[src/rtl/riscv_ctrl_pkg.sv]
// Shared encodings for the multicycle RV32I control path: opcodes, FSM states,
// datapath mux selects, ALU operations and trap causes.
package riscv_ctrl_pkg;

  localparam logic [6:0] OP_LOAD   = 7'b0000011;
  localparam logic [6:0] OP_STORE  = 7'b0100011;
  localparam logic [6:0] OP_RTYPE  = 7'b0110011;
  localparam logic [6:0] OP_ITYPE  = 7'b0010011;
  localparam logic [6:0] OP_BRANCH = 7'b1100011;
  localparam logic [6:0] OP_JAL    = 7'b1101111;
  localparam logic [6:0] OP_JALR   = 7'b1100111;
  localparam logic [6:0] OP_LUI    = 7'b0110111;
  localparam logic [6:0] OP_AUIPC  = 7'b0010111;

  typedef enum logic [3:0] {
    S_FETCH    = 4'd0,
    S_DECODE   = 4'd1,
    S_MEMADR   = 4'd2,
    S_MEMREAD  = 4'd3,
    S_MEMWB    = 4'd4,
    S_MEMWRITE = 4'd5,
    S_EXECR    = 4'd6,
    S_EXECI    = 4'd7,
    S_ALUWB    = 4'd8,
    S_BRANCH   = 4'd9,
    S_JAL      = 4'd10,
    S_JALR     = 4'd11,
    S_JALRPC   = 4'd12,
    S_LUI      = 4'd13,
    S_AUIPC    = 4'd14,
    S_TRAP     = 4'd15
  } state_t;

  localparam logic [1:0] ALUOP_ADD   = 2'b00;
  localparam logic [1:0] ALUOP_SUB   = 2'b01;
  localparam logic [1:0] ALUOP_FUNCT = 2'b10;

  localparam logic [1:0] SRCA_PC    = 2'b00;
  localparam logic [1:0] SRCA_OLDPC = 2'b01;
  localparam logic [1:0] SRCA_RS1   = 2'b10;
  localparam logic [1:0] SRCA_ZERO  = 2'b11;

  localparam logic [1:0] SRCB_RS2  = 2'b00;
  localparam logic [1:0] SRCB_IMM  = 2'b01;
  localparam logic [1:0] SRCB_FOUR = 2'b10;

  localparam logic [1:0] RES_ALUOUT    = 2'b00;
  localparam logic [1:0] RES_READDATA  = 2'b01;
  localparam logic [1:0] RES_ALURESULT = 2'b10;

  localparam logic [2:0] IMM_I = 3'b000;
  localparam logic [2:0] IMM_S = 3'b001;
  localparam logic [2:0] IMM_B = 3'b010;
  localparam logic [2:0] IMM_J = 3'b011;
  localparam logic [2:0] IMM_U = 3'b100;

  localparam logic [3:0] ALU_ADD  = 4'd0;
  localparam logic [3:0] ALU_SUB  = 4'd1;
  localparam logic [3:0] ALU_AND  = 4'd2;
  localparam logic [3:0] ALU_OR   = 4'd3;
  localparam logic [3:0] ALU_XOR  = 4'd4;
  localparam logic [3:0] ALU_SLT  = 4'd5;
  localparam logic [3:0] ALU_SLTU = 4'd6;
  localparam logic [3:0] ALU_SLL  = 4'd7;
  localparam logic [3:0] ALU_SRL  = 4'd8;
  localparam logic [3:0] ALU_SRA  = 4'd9;

  localparam logic [1:0] CAUSE_NONE    = 2'b00;
  localparam logic [1:0] CAUSE_ILLEGAL = 2'b01;
  localparam logic [1:0] CAUSE_BUS     = 2'b10;

  // Immediate format is a pure function of the opcode; unknown opcodes fall to I.
  function automatic logic [2:0] imm_src_for(input logic [6:0] op);
    case (op)
      OP_STORE:         return IMM_S;
      OP_BRANCH:        return IMM_B;
      OP_JAL:           return IMM_J;
      OP_LUI, OP_AUIPC: return IMM_U;
      default:          return IMM_I;
    endcase
  endfunction

endpackage

[src/rtl/alu_decoder.sv]
// Maps the FSM's coarse ALU request plus instruction funct fields onto the
// datapath ALU operation code.
module alu_decoder
  import riscv_ctrl_pkg::*;
(
  input  logic [1:0] aluop,
  input  logic [2:0] funct3,
  input  logic       funct7b5,
  input  logic       op5,
  output logic [3:0] alucontrol
);

  always_comb begin
    alucontrol = ALU_ADD;
    case (aluop)
      ALUOP_ADD: alucontrol = ALU_ADD;
      ALUOP_SUB: alucontrol = ALU_SUB;
      ALUOP_FUNCT: begin
        case (funct3)
          // op5 separates R-type from I-type, where bit 30 is an immediate bit
          3'b000:  alucontrol = (op5 && funct7b5) ? ALU_SUB : ALU_ADD;
          3'b001:  alucontrol = ALU_SLL;
          3'b010:  alucontrol = ALU_SLT;
          3'b011:  alucontrol = ALU_SLTU;
          3'b100:  alucontrol = ALU_XOR;
          3'b101:  alucontrol = funct7b5 ? ALU_SRA : ALU_SRL;
          3'b110:  alucontrol = ALU_OR;
          default: alucontrol = ALU_AND;
        endcase
      end
      default: alucontrol = ALU_ADD;
    endcase
  end

endmodule

[src/rtl/multicycle_controller.sv]
// Multicycle RV32I control FSM: sequences each instruction through the shared
// memory and datapath, with a per-access timeout and a sticky trap state.
module multicycle_controller
  import riscv_ctrl_pkg::*;
#(
  parameter int MEM_WAIT_MAX = 15
) (
  input  logic       clk,
  input  logic       rst_n,
  input  logic [6:0] op,
  input  logic [2:0] funct3,
  input  logic       funct7b5,
  input  logic       zero,
  input  logic       lt,
  input  logic       ltu,
  input  logic       mem_ready,
  output logic       pcwrite,
  output logic       irwrite,
  output logic       regwrite,
  output logic       memread,
  output logic       memwrite,
  output logic       adrsrc,
  output logic [1:0] alusrca,
  output logic [1:0] alusrcb,
  output logic [1:0] resultsrc,
  output logic [2:0] immsrc,
  output logic [3:0] alucontrol,
  output logic       trap,
  output logic [1:0] trap_cause,
  output logic [3:0] state_dbg
);

  localparam logic [7:0] WAIT_LAST = 8'(MEM_WAIT_MAX - 1);

  state_t     state_reg, state_next, dispatch;
  logic [7:0] wait_cnt_reg;
  logic [1:0] cause_reg, cause_next;
  logic [1:0] aluop;
  logic       pcwrite_raw, irwrite_raw, regwrite_raw, memread_raw, memwrite_raw;
  logic       mem_req, cond, taken;

  always_comb begin
    dispatch = S_TRAP;
    case (op)
      OP_LOAD:   if (funct3 == 3'b010) dispatch = S_MEMADR;
      OP_STORE:  if (funct3 == 3'b010) dispatch = S_MEMADR;
      OP_RTYPE:  dispatch = S_EXECR;
      OP_ITYPE:  dispatch = S_EXECI;
      OP_BRANCH: if (funct3[2:1] != 2'b01) dispatch = S_BRANCH;
      OP_JAL:    dispatch = S_JAL;
      OP_JALR:   if (funct3 == 3'b000) dispatch = S_JALR;
      OP_LUI:    dispatch = S_LUI;
      OP_AUIPC:  dispatch = S_AUIPC;
      default:   dispatch = S_TRAP;
    endcase
  end

  // funct3[0] inverts the base comparison (bne/bge/bgeu)
  always_comb begin
    cond = 1'b0;
    case (funct3[2:1])
      2'b00:   cond = zero;
      2'b10:   cond = lt;
      2'b11:   cond = ltu;
      default: cond = 1'b0;
    endcase
    taken = cond ^ funct3[0];
  end

  always_comb begin
    state_next   = state_reg;
    cause_next   = cause_reg;
    pcwrite_raw  = 1'b0;
    irwrite_raw  = 1'b0;
    regwrite_raw = 1'b0;
    memread_raw  = 1'b0;
    memwrite_raw = 1'b0;
    mem_req      = 1'b0;
    adrsrc       = 1'b0;
    alusrca      = SRCA_PC;
    alusrcb      = SRCB_RS2;
    resultsrc    = RES_ALUOUT;
    aluop        = ALUOP_ADD;
    case (state_reg)
      S_FETCH: begin
        memread_raw = 1'b1;
        mem_req     = 1'b1;
        alusrcb     = SRCB_FOUR;
        resultsrc   = RES_ALURESULT;
        if (mem_ready) begin
          irwrite_raw = 1'b1;
          pcwrite_raw = 1'b1;
          state_next  = S_DECODE;
        end
      end
      S_DECODE: begin
        alusrca    = SRCA_OLDPC;
        alusrcb    = SRCB_IMM;
        state_next = dispatch;
        if (dispatch == S_TRAP) cause_next = CAUSE_ILLEGAL;
      end
      S_MEMADR: begin
        alusrca    = SRCA_RS1;
        alusrcb    = SRCB_IMM;
        state_next = op[5] ? S_MEMWRITE : S_MEMREAD;
      end
      S_MEMREAD: begin
        adrsrc      = 1'b1;
        memread_raw = 1'b1;
        mem_req     = 1'b1;
        if (mem_ready) state_next = S_MEMWB;
      end
      S_MEMWB: begin
        resultsrc    = RES_READDATA;
        regwrite_raw = 1'b1;
        state_next   = S_FETCH;
      end
      S_MEMWRITE: begin
        adrsrc       = 1'b1;
        memwrite_raw = 1'b1;
        mem_req      = 1'b1;
        if (mem_ready) state_next = S_FETCH;
      end
      S_EXECR: begin
        alusrca    = SRCA_RS1;
        aluop      = ALUOP_FUNCT;
        state_next = S_ALUWB;
      end
      S_EXECI: begin
        alusrca    = SRCA_RS1;
        alusrcb    = SRCB_IMM;
        aluop      = ALUOP_FUNCT;
        state_next = S_ALUWB;
      end
      S_ALUWB: begin
        regwrite_raw = 1'b1;
        state_next   = S_FETCH;
      end
      S_BRANCH: begin
        alusrca     = SRCA_RS1;
        aluop       = ALUOP_SUB;
        pcwrite_raw = taken;
        state_next  = S_FETCH;
      end
      S_JAL, S_JALRPC: begin
        alusrca     = SRCA_OLDPC;
        alusrcb     = SRCB_FOUR;
        pcwrite_raw = 1'b1;
        state_next  = S_ALUWB;
      end
      S_JALR: begin
        alusrca    = SRCA_RS1;
        alusrcb    = SRCB_IMM;
        state_next = S_JALRPC;
      end
      S_LUI: begin
        alusrca    = SRCA_ZERO;
        alusrcb    = SRCB_IMM;
        state_next = S_ALUWB;
      end
      S_AUIPC: begin
        alusrca    = SRCA_OLDPC;
        alusrcb    = SRCB_IMM;
        state_next = S_ALUWB;
      end
      S_TRAP:  state_next = S_TRAP;
      default: state_next = S_TRAP;
    endcase
    // a ready on the last permitted wait cycle still completes the access
    if (mem_req && !mem_ready && (wait_cnt_reg == WAIT_LAST)) begin
      state_next = S_TRAP;
      cause_next = CAUSE_BUS;
    end
  end

  always_ff @(posedge clk or negedge rst_n) begin
    if (!rst_n) begin
      state_reg    <= S_FETCH;
      wait_cnt_reg <= 8'd0;
      cause_reg    <= CAUSE_NONE;
    end else begin
      state_reg <= state_next;
      cause_reg <= cause_next;
      if (state_next != state_reg) wait_cnt_reg <= 8'd0;
      else if (mem_req && !mem_ready) wait_cnt_reg <= wait_cnt_reg + 8'd1;
    end
  end

  alu_decoder u_alu_decoder (
    .aluop      (aluop),
    .funct3     (funct3),
    .funct7b5   (funct7b5),
    .op5        (op[5]),
    .alucontrol (alucontrol)
  );

  assign pcwrite    = pcwrite_raw  & rst_n;
  assign irwrite    = irwrite_raw  & rst_n;
  assign regwrite   = regwrite_raw & rst_n;
  assign memread    = memread_raw  & rst_n;
  assign memwrite   = memwrite_raw & rst_n;
  assign immsrc     = imm_src_for(op);
  assign trap       = (state_reg == S_TRAP);
  assign trap_cause = cause_reg;
  assign state_dbg  = state_reg;

endmodule

[config.mk]
export PLATFORM = sky130hd
export DESIGN_NAME = multicycle_controller
export DESIGN_NICKNAME = d
export VERILOG_FILES = /design/src/rtl/riscv_ctrl_pkg.sv /design/src/rtl/alu_decoder.sv /design/src/rtl/multicycle_controller.sv
export SDC_FILE = /design/constraint.sdc
export NUM_CORES = 1
export LEC_CHECK = 0
export ABC_CLOCK_PERIOD_IN_PS = 5400
export BUFFER_PORTS_ARGS = -buffer_cell sky130_fd_sc_hd__buf_2
export CAP_MARGIN = 20
export CORE_MARGIN = 2
export CORE_UTILIZATION = 40
export DETAILED_ROUTE_END_ITERATION = 7
export HOLD_SLACK_MARGIN = 0.05
export PLACE_DENSITY = 0.64
export SETUP_SLACK_MARGIN = 0.5
export SYNTH_ARGS = -nofsm -noshare
export SYNTH_HDL_FRONTEND = slang
export SYNTH_SLANG_ARGS = --single-unit
[constraint.sdc]
create_clock -name clk -period 5.4 [get_ports clk]
set_clock_uncertainty 0.15 [all_clocks]
set_input_delay 0.54 -clock clk [delete_from_list [all_inputs] [get_ports clk]]
set_output_delay 0.54 -clock clk [all_outputs]
set_load 0.02 [all_outputs]
==> impl_metrics.tcl, run 1 <==
set metrics [dict create \
    status "completed" \
    post_drt_via_cell_ratio 5.49 \
    synth_area_leaders "dfrtp_1 23%, nor2_1 5.3%, o21ai_0 4.8%" \
    critPathKind "reg2out" \
    port_buffers 42 \
    die_x_um 66.3 \
    intPower_mw 0.372 \
    worst_pin_slew_ns 0.660 \
    yosys_warnings 0 \
    overflow 0 \
    htree_levels 1 \
    cts_num_sinks 14 \
    drv_slew 0 \
    top_usage_layer "met1" \
    hpwl_um 2700 \
    initial_utilization_pct 42.0 \
    yosysSeqAreaShare_pct 22.6 \
    p_leak_nw 0.796 \
    swShare_pct 50.9 \
    wirelength_um 3690 \
    clk_pin_slew_ns 0.06 \
    critPathRequiredTime_ns 4.71 \
    worst-path-max-fanout 20 \
    grt_max_degree 22 \
    synth-edff-count 0 \
    ys.flop_type "dfrtp_1" \
    pwr-share-clk_pct 13.9 \
    antenna_found_initial 0 \
    clock_latency_ns 0.25 \
    synth.most_common_cell "nor2_1" \
    synth_area_per_cell_um2 7.83 \
    slew_headroom_pct 56.0 \
    p_seq_share_pct 25.5 \
    dieHeight_um 66.3 \
    powerDensity_nw_per_um2 419 \
    root_buffer "clkbuf_8" \
    cp-end-kind "output port" \
    track_usage_pct 18.5 \
    synth.distinct_cells 57 \
    cts_tree "yes" \
    worstHoldPathType "in2async" \
    worstRegToRegCells 6 \
    dr.pass1.iters 4 \
    synth_common_cells "22 x nor2_1, 17 x nand2_1, 15 x o21ai_0" \
    use_met2_pct 27.1 \
    synth_fp_nets 219 \
    gp_congestion 0.834 \
    placement_rows 22 \
    ys_seq_elements 14 \
    grtUsageMet3_pct 2.04 \
    fmax_mhz 334 \
    coreArea_um2 3690 \
    vias 1521 \
    wl_per_cell_um 13.3 \
    drtIter0Drc 90 \
    grt_pass1_wl_um 6380 \
    io_pins 43 \
    synth-async-reset-ratio_pct 100 \
    finalHoldViolCount 0 \
    hold_buffers 0 \
    post-synth-top-area-fraction_pct 22.6 \
    r2r-start "state_dbg[0]" \
    period_minus_slack_ns 3.00 \
    cp.arrival_ns 2.31 \
    drive_above_1_share_pct 24.9 \
    largest_register_ffs 8 \
    post-place-cells 273 \
    grt_pass1_vias 1301 \
    peakVddDrop_uv 107 \
    cts_inserted_buffers 3 \
    synthToLayoutAreaGrowth_pct 16.4 \
    drtAntennaViolNets 0 \
    antennaDiodeCount 0 \
    r2r-end "wait_cnt_reg[6]" \
    worst_setup_path_start_kind "flop" \
    route.detailed.drc 0 \
    p_comb_share_pct 60.6 \
    dieArea_um2 4390 \
    grt_setup_unrepaired "no" \
    clockBufferDepth 2 \
    finalNetCount 251 \
    grt_use_met1_pct 28.2 \
    fin_crit_sh_pct 55.5 \
    p_switching_mw 0.385 \
    netlist_area_um2 1550 \
    ctsResizeCount 0 \
    r2r_setup_slack_ns 2.80 \
    stdcell_count 277 \
    drv_cap 0 \
    fin_setup_tns_ns 0 \
    syn_inst 198 \
    post-cts-setup-buffers 0 \
    synth_top_area_cell "dfrtp_1" \
    setup_viol 0 \
]
==> kinds of logic (layout without fill, tap and decap cells) <==
logic type	count (synthesis)	after routing	share of synthesized area, %
xor gates and xnor gates	13	13	7.34
and+or+nand+nor	96	96	35.2
DFF	14	14	22.6
muxes	4	4	2.58
adders and majority gates	4	4	3.23
buffers and inverters	24	55	6.78
AOI/OAI and AO/OA	43	43	22.3
==> routing by layer <==
| layer | wire, um | share of wire, % | vias up |
|---|---|---|---|
| li1 | - | - | 774 |
| met1 | 1790 | 49 | 721 |
| met2 | 1770 | 48 | 24 |
| met3 | 112 | 3.0 | 2 |
| met4 | 19 | 0.51 | 0 |
| met5 | 0 | 0 | - |
==> power groups by stage <==
stage / combinational, mW / clock, mW / sequential [mW]
2_1_floorplan: 0.392 / 0 / 0.153
3_3_place_gp: 0.462 / 0 / 0.193
3_5_place_dp: 0.461 / 0 / 0.194
4_1_cts: 0.463 / 0.108 / 0.192
5_1_grt: 0.512 / 0.112 / 0.203
6_report: 0.459 / 0.105 / 0.193
==> how the worst max path moves through the flow <==
| stage | start | to | slack, ns | cells past startpoint |
|---|---|---|---|---|
| CTS | state_dbg[0] | alucontrol[1] | 2.44 | 5 |
| detailed placement | state_dbg[0] | alucontrol[1] | 2.71 | 5 |
| floorplan | state_dbg[2] | alucontrol[1] | 2.56 | 6 |
| global route | state_dbg[0] | alucontrol[1] | 2.20 | 5 |
| finish | state_dbg[0] | alucontrol[1] | 2.40 | 5 |
| global placement | state_dbg[0] | alucontrol[1] | 2.74 | 5 |
==> per-stage QoR <==
| stage | total power, mW | utilization [%] | hold slack (ns) | instance area, um2 | setup WS (ns) |
|---|---|---|---|---|---|
| floorplan | 0.546 | - | 0.0944 | 1550 | 2.56 |
| global placement | 0.655 | 47.4 | 0.337 | 1750 | 2.74 |
| detailed placement | 0.655 | 47.4 | 0.338 | 1750 | 2.71 |
| CTS | 0.763 | 48.9 | 0.0612 | 1800 | 2.44 |
| global route | 0.827 | 48.9 | 0.0744 | 1800 | 2.20 |
| finish | 0.757 | 48.9 | 0.0561 | 1800 | 2.40 |
==> worst max-delay path: stages, from the launching register on <==
cell and delay, ns:
dfrtp_1 0.72, nor2b_1 0.37, nand2_1 0.15, ha_1 0.36
nor3b_1 0.23, buf_2 0.20
==> cell usage in the layout, fill, tap and decap left out, drive strengths merged, types with 7 or more instances in the layout <==
cell type and instances:
buf 42, inv 9, nor3 8, dfrtp 14
nand2 17, o21ai 15, xor2 8, nor2 22
a21oi 7, nor2b 8
==> layout make-up <==
class / instances / area (um2)
Inverter: 9 / 33.8
Sequential cell: 14 / 350
Tap cell: 48 / 60.1
Timing Repair Buffer: 42 / 210
Fill cell: 377 / 1880
Clock buffer: 4 / 55.1
Multi-Input combinational cell: 160 / 1090
(Power assumes the default switching activity.)
==> inputs of run 2 (changes only) <==
--- a/config.mk
+++ b/config.mk
@@ -5,14 +5,15 @@
 export SDC_FILE = /design/constraint.sdc
 export NUM_CORES = 1
 export LEC_CHECK = 0
-export ABC_CLOCK_PERIOD_IN_PS = 5400
+export ABC_AREA = 1
+export ABC_CLOCK_PERIOD_IN_PS = 2700
 export BUFFER_PORTS_ARGS = -buffer_cell sky130_fd_sc_hd__buf_2
 export CAP_MARGIN = 20
 export CORE_MARGIN = 2
 export CORE_UTILIZATION = 40
 export DETAILED_ROUTE_END_ITERATION = 7
 export HOLD_SLACK_MARGIN = 0.05
-export PLACE_DENSITY = 0.64
+export PLACE_DENSITY = 0.66
 export SETUP_SLACK_MARGIN = 0.5
 export SYNTH_ARGS = -nofsm -noshare
 export SYNTH_HDL_FRONTEND = slang
==> constraint.sdc (replaced) <==
create_clock -name clk -period 2.7 [get_ports clk]
set_clock_uncertainty 0.15 [all_clocks]
set_input_delay 0.27 -clock clk [delete_from_list [all_inputs] [get_ports clk]]
set_output_delay 0.27 -clock clk [all_outputs]
set_load 0.02 [all_outputs]
==> run 2 against run 1 <==
Utilization is 8.0 points higher. Flip-flop and latch count did not move. Cell area rose by 17%. Count of clock-buffer cells in the layout is the same. Global-route usage grew 0.86 points. Highest routed layer unchanged.
==> impl_metrics.tcl, run 2 <==
set metrics [dict create \
    worstHoldPathType "in2reg" \
    worst-path-max-fanout 5 \
    hold_end "state_dbg[0]" \
    peakVddDrop_uv 436 \
    yosys.area_share.adder_pct 3.19 \
    layout_common_cells "50 x nand2_1, 38 x buf_2, 27 x nor2_1" \
    powerDensity_nw_per_um2 817 \
    dr.pass1.iters 4 \
    synth_common_cells "52 x nand2_1, 31 x nor2_1, 23 x inv_1" \
    grt_max_degree 15 \
    synth_top_family_by_area "simple AND/OR/NAND/NOR gates" \
    cts_inserted_buffers 3 \
    yosys_warnings 0 \
    slew_headroom_pct 56.4 \
    gp_congestion 0.847 \
    post_drt_via_cell_ratio 4.96 \
    p_total_mw 1.73 \
    vias 1670 \
    fmax_mhz 436 \
    critPathRequiredTime_ns 2.28 \
    status "completed" \
    netlist_area_um2 1570 \
    drv_cap 0 \
    grt_setup_unrepaired "yes" \
    cp.arrival_ns 1.87 \
    finalNetCount 311 \
    ys_seq_elements 14 \
    io_pins 43 \
    critPathKind "reg2out" \
    synth_top_area_cell "dfrtp_1" \
    worst_setup_path_start_kind "flop" \
    synth-edff-count 0 \
    htree_levels 1 \
    drtAntennaViolNets 0 \
    placement_rows 22 \
    hold_path_startpoint "mem_ready" \
    setup_viol 0 \
    dieHeight_um 66.7 \
    syn_inst 228 \
    root_buffer "clkbuf_8" \
    overflow 0 \
    p_leak_nw 1.06 \
    worst_pin_slew_ns 0.652 \
    yosysSeqAreaShare_pct 22.3 \
    fin_setup_tns_ns 0 \
    r2r_setup_slack_ns 0.69 \
    clk_pin_slew_ns 0.06 \
    worstRegToRegCells 11 \
    synth_compound_area_share_pct 10.3 \
    drive_above_1_share_pct 43.9 \
    post-place-cells 318 \
    cp-end-kind "output port" \
    synthMuxAreaShare_pct 0 \
    grt_pass1_vias 1518 \
    synth-async-reset-ratio_pct 100 \
    grt_pass1_wl_um 6660 \
    holdPathStages 5 \
    layout_commonest_cell "nand2_1" \
    period_minus_slack_ns 2.29 \
    cts_tree "yes" \
    synth_area_leaders "dfrtp_1 22%, nand2_1 12%, nor2_1 7.4%" \
    r2r-end "wait_cnt_reg[7]" \
    clock_latency_ns 0.25 \
    antennaDiodeCount 0 \
    cts_num_sinks 14 \
    dieArea_um2 4440 \
    die_x_um 66.7 \
    hpwl_um 3000 \
    post-synth-top-area-fraction_pct 22.3 \
    antenna_found_initial 0 \
    drv_slew 0 \
    route.detailed.drc 0 \
    coreArea_um2 3720 \
    ys.flop_type "dfrtp_1" \
    finalHoldViolCount 0 \
    synth-simple-area-share_pct 53.9 \
    synth.most_common_cell "nand2_1" \
    synthToLayoutAreaGrowth_pct 34.7 \
    fin_crit_sh_pct 85.0 \
    synth_area_per_cell_um2 6.89 \
    wirelength_um 4010 \
    clockBufferDepth 2 \
    track_usage_pct 19.4 \
    largest_register_ffs 8 \
    stdcell_count 337 \
    drtIter0Drc 73 \
    synth_fp_nets 249 \
    synth_xor_xnor_area_share_pct 3.35 \
    initial_utilization_pct 42.3 \
    wl_per_cell_um 11.9 \
    fillers 354 \
    port_buffers 42 \
    r2r-start "state_dbg[1]" \
    synth.distinct_cells 31 \
]
run 2: cell type report:
| class | instances | area, um2 | share of cell area, % |
|---|---|---|---|
| Sequential cell | 14 | 355 | 16.8 |
| Tap cell | 48 | 60.1 | 2.84 |
| Inverter | 29 | 114 | 5.38 |
| Timing Repair Buffer | 57 | 343 | 16.2 |
| Multi-Input combinational cell | 185 | 1200 | 56.6 |
| Clock buffer | 4 | 45.0 | 2.13 |
run 2: cell families (layout without fill, tap and decap cells):
family / Yosys count / count (layout)
AOI/OAI and AO/OA: 27 / 27
xor gates and xnor gates: 6 / 6
adders and majority gates: 4 / 4
buffers and inverters: 29 / 90
DFF: 14 / 14
and+or+nand+nor: 148 / 148
run 2: how the worst max path moves through the flow:
stage / from / to
after floorplan: state_dbg[3] / alucontrol[2]
after global placement: state_dbg[3] / alucontrol[2]
after detailed placement: state_dbg[3] / alucontrol[2]
after CTS: state_dbg[3] / alucontrol[2]
after global routing: state_dbg[3] / alucontrol[2]
final: state_dbg[3] / alucontrol[2]
run 2: power by group:
part	switching [mW]	total, mW	internal (mW)	leakage [nW]
Combinational	0.821	1.26	0.436	0.858
Sequential	0.0458	0.292	0.246	0.180
Clock	0.0746	0.179	0.104	0.0228
Total	0.941	1.73	0.787	1.06
run 2: repair_timing:
action                                 4_1_cts  5_1_grt
setup endpoints to repair                    3       13
hold buffers                                 1        0
pin swaps                                    6        4
buffers inserted                            10        4
gates resized for setup                     15        9
endpoints found under the hold margin       14        0
run 2: through the flow:
stage | util, % | setup WS [ns] | cell area, um2 | hold slack [ns]
final | 56.9 | 0.405 | 2110 | 0.306
after CTS | 55.3 | 0.449 | 2060 | 0.317
after detailed placement | 50.5 | 0.427 | 1880 | 0.0428
after global routing | 56.9 | 0.331 | 2110 | 0.335
after floorplan | - | 0.500 | 1610 | -0.176
after global placement | 50.5 | 0.462 | 1880 | 0.0467
run 2: critical path, cell delays in order, from the launching register on:
cell and delay [ns]:
dfrtp_2 0.45, inv_4 0.06, nor2_4 0.10, inv_2 0.06, nor2_4 0.10, inv_2 0.06
ha_4 0.21, or2_4 0.27, nor3b_4 0.18, buf_6 0.14
run 2: layer usage:
layer	GRT usage [%]	up-vias	part of all wire (%)
met5	0	-	0
met4	3.06	0	0.25
met3	3.89	2	5.4
met2	33.3	42	47
met1	25.5	754	48
li1	-	872	-
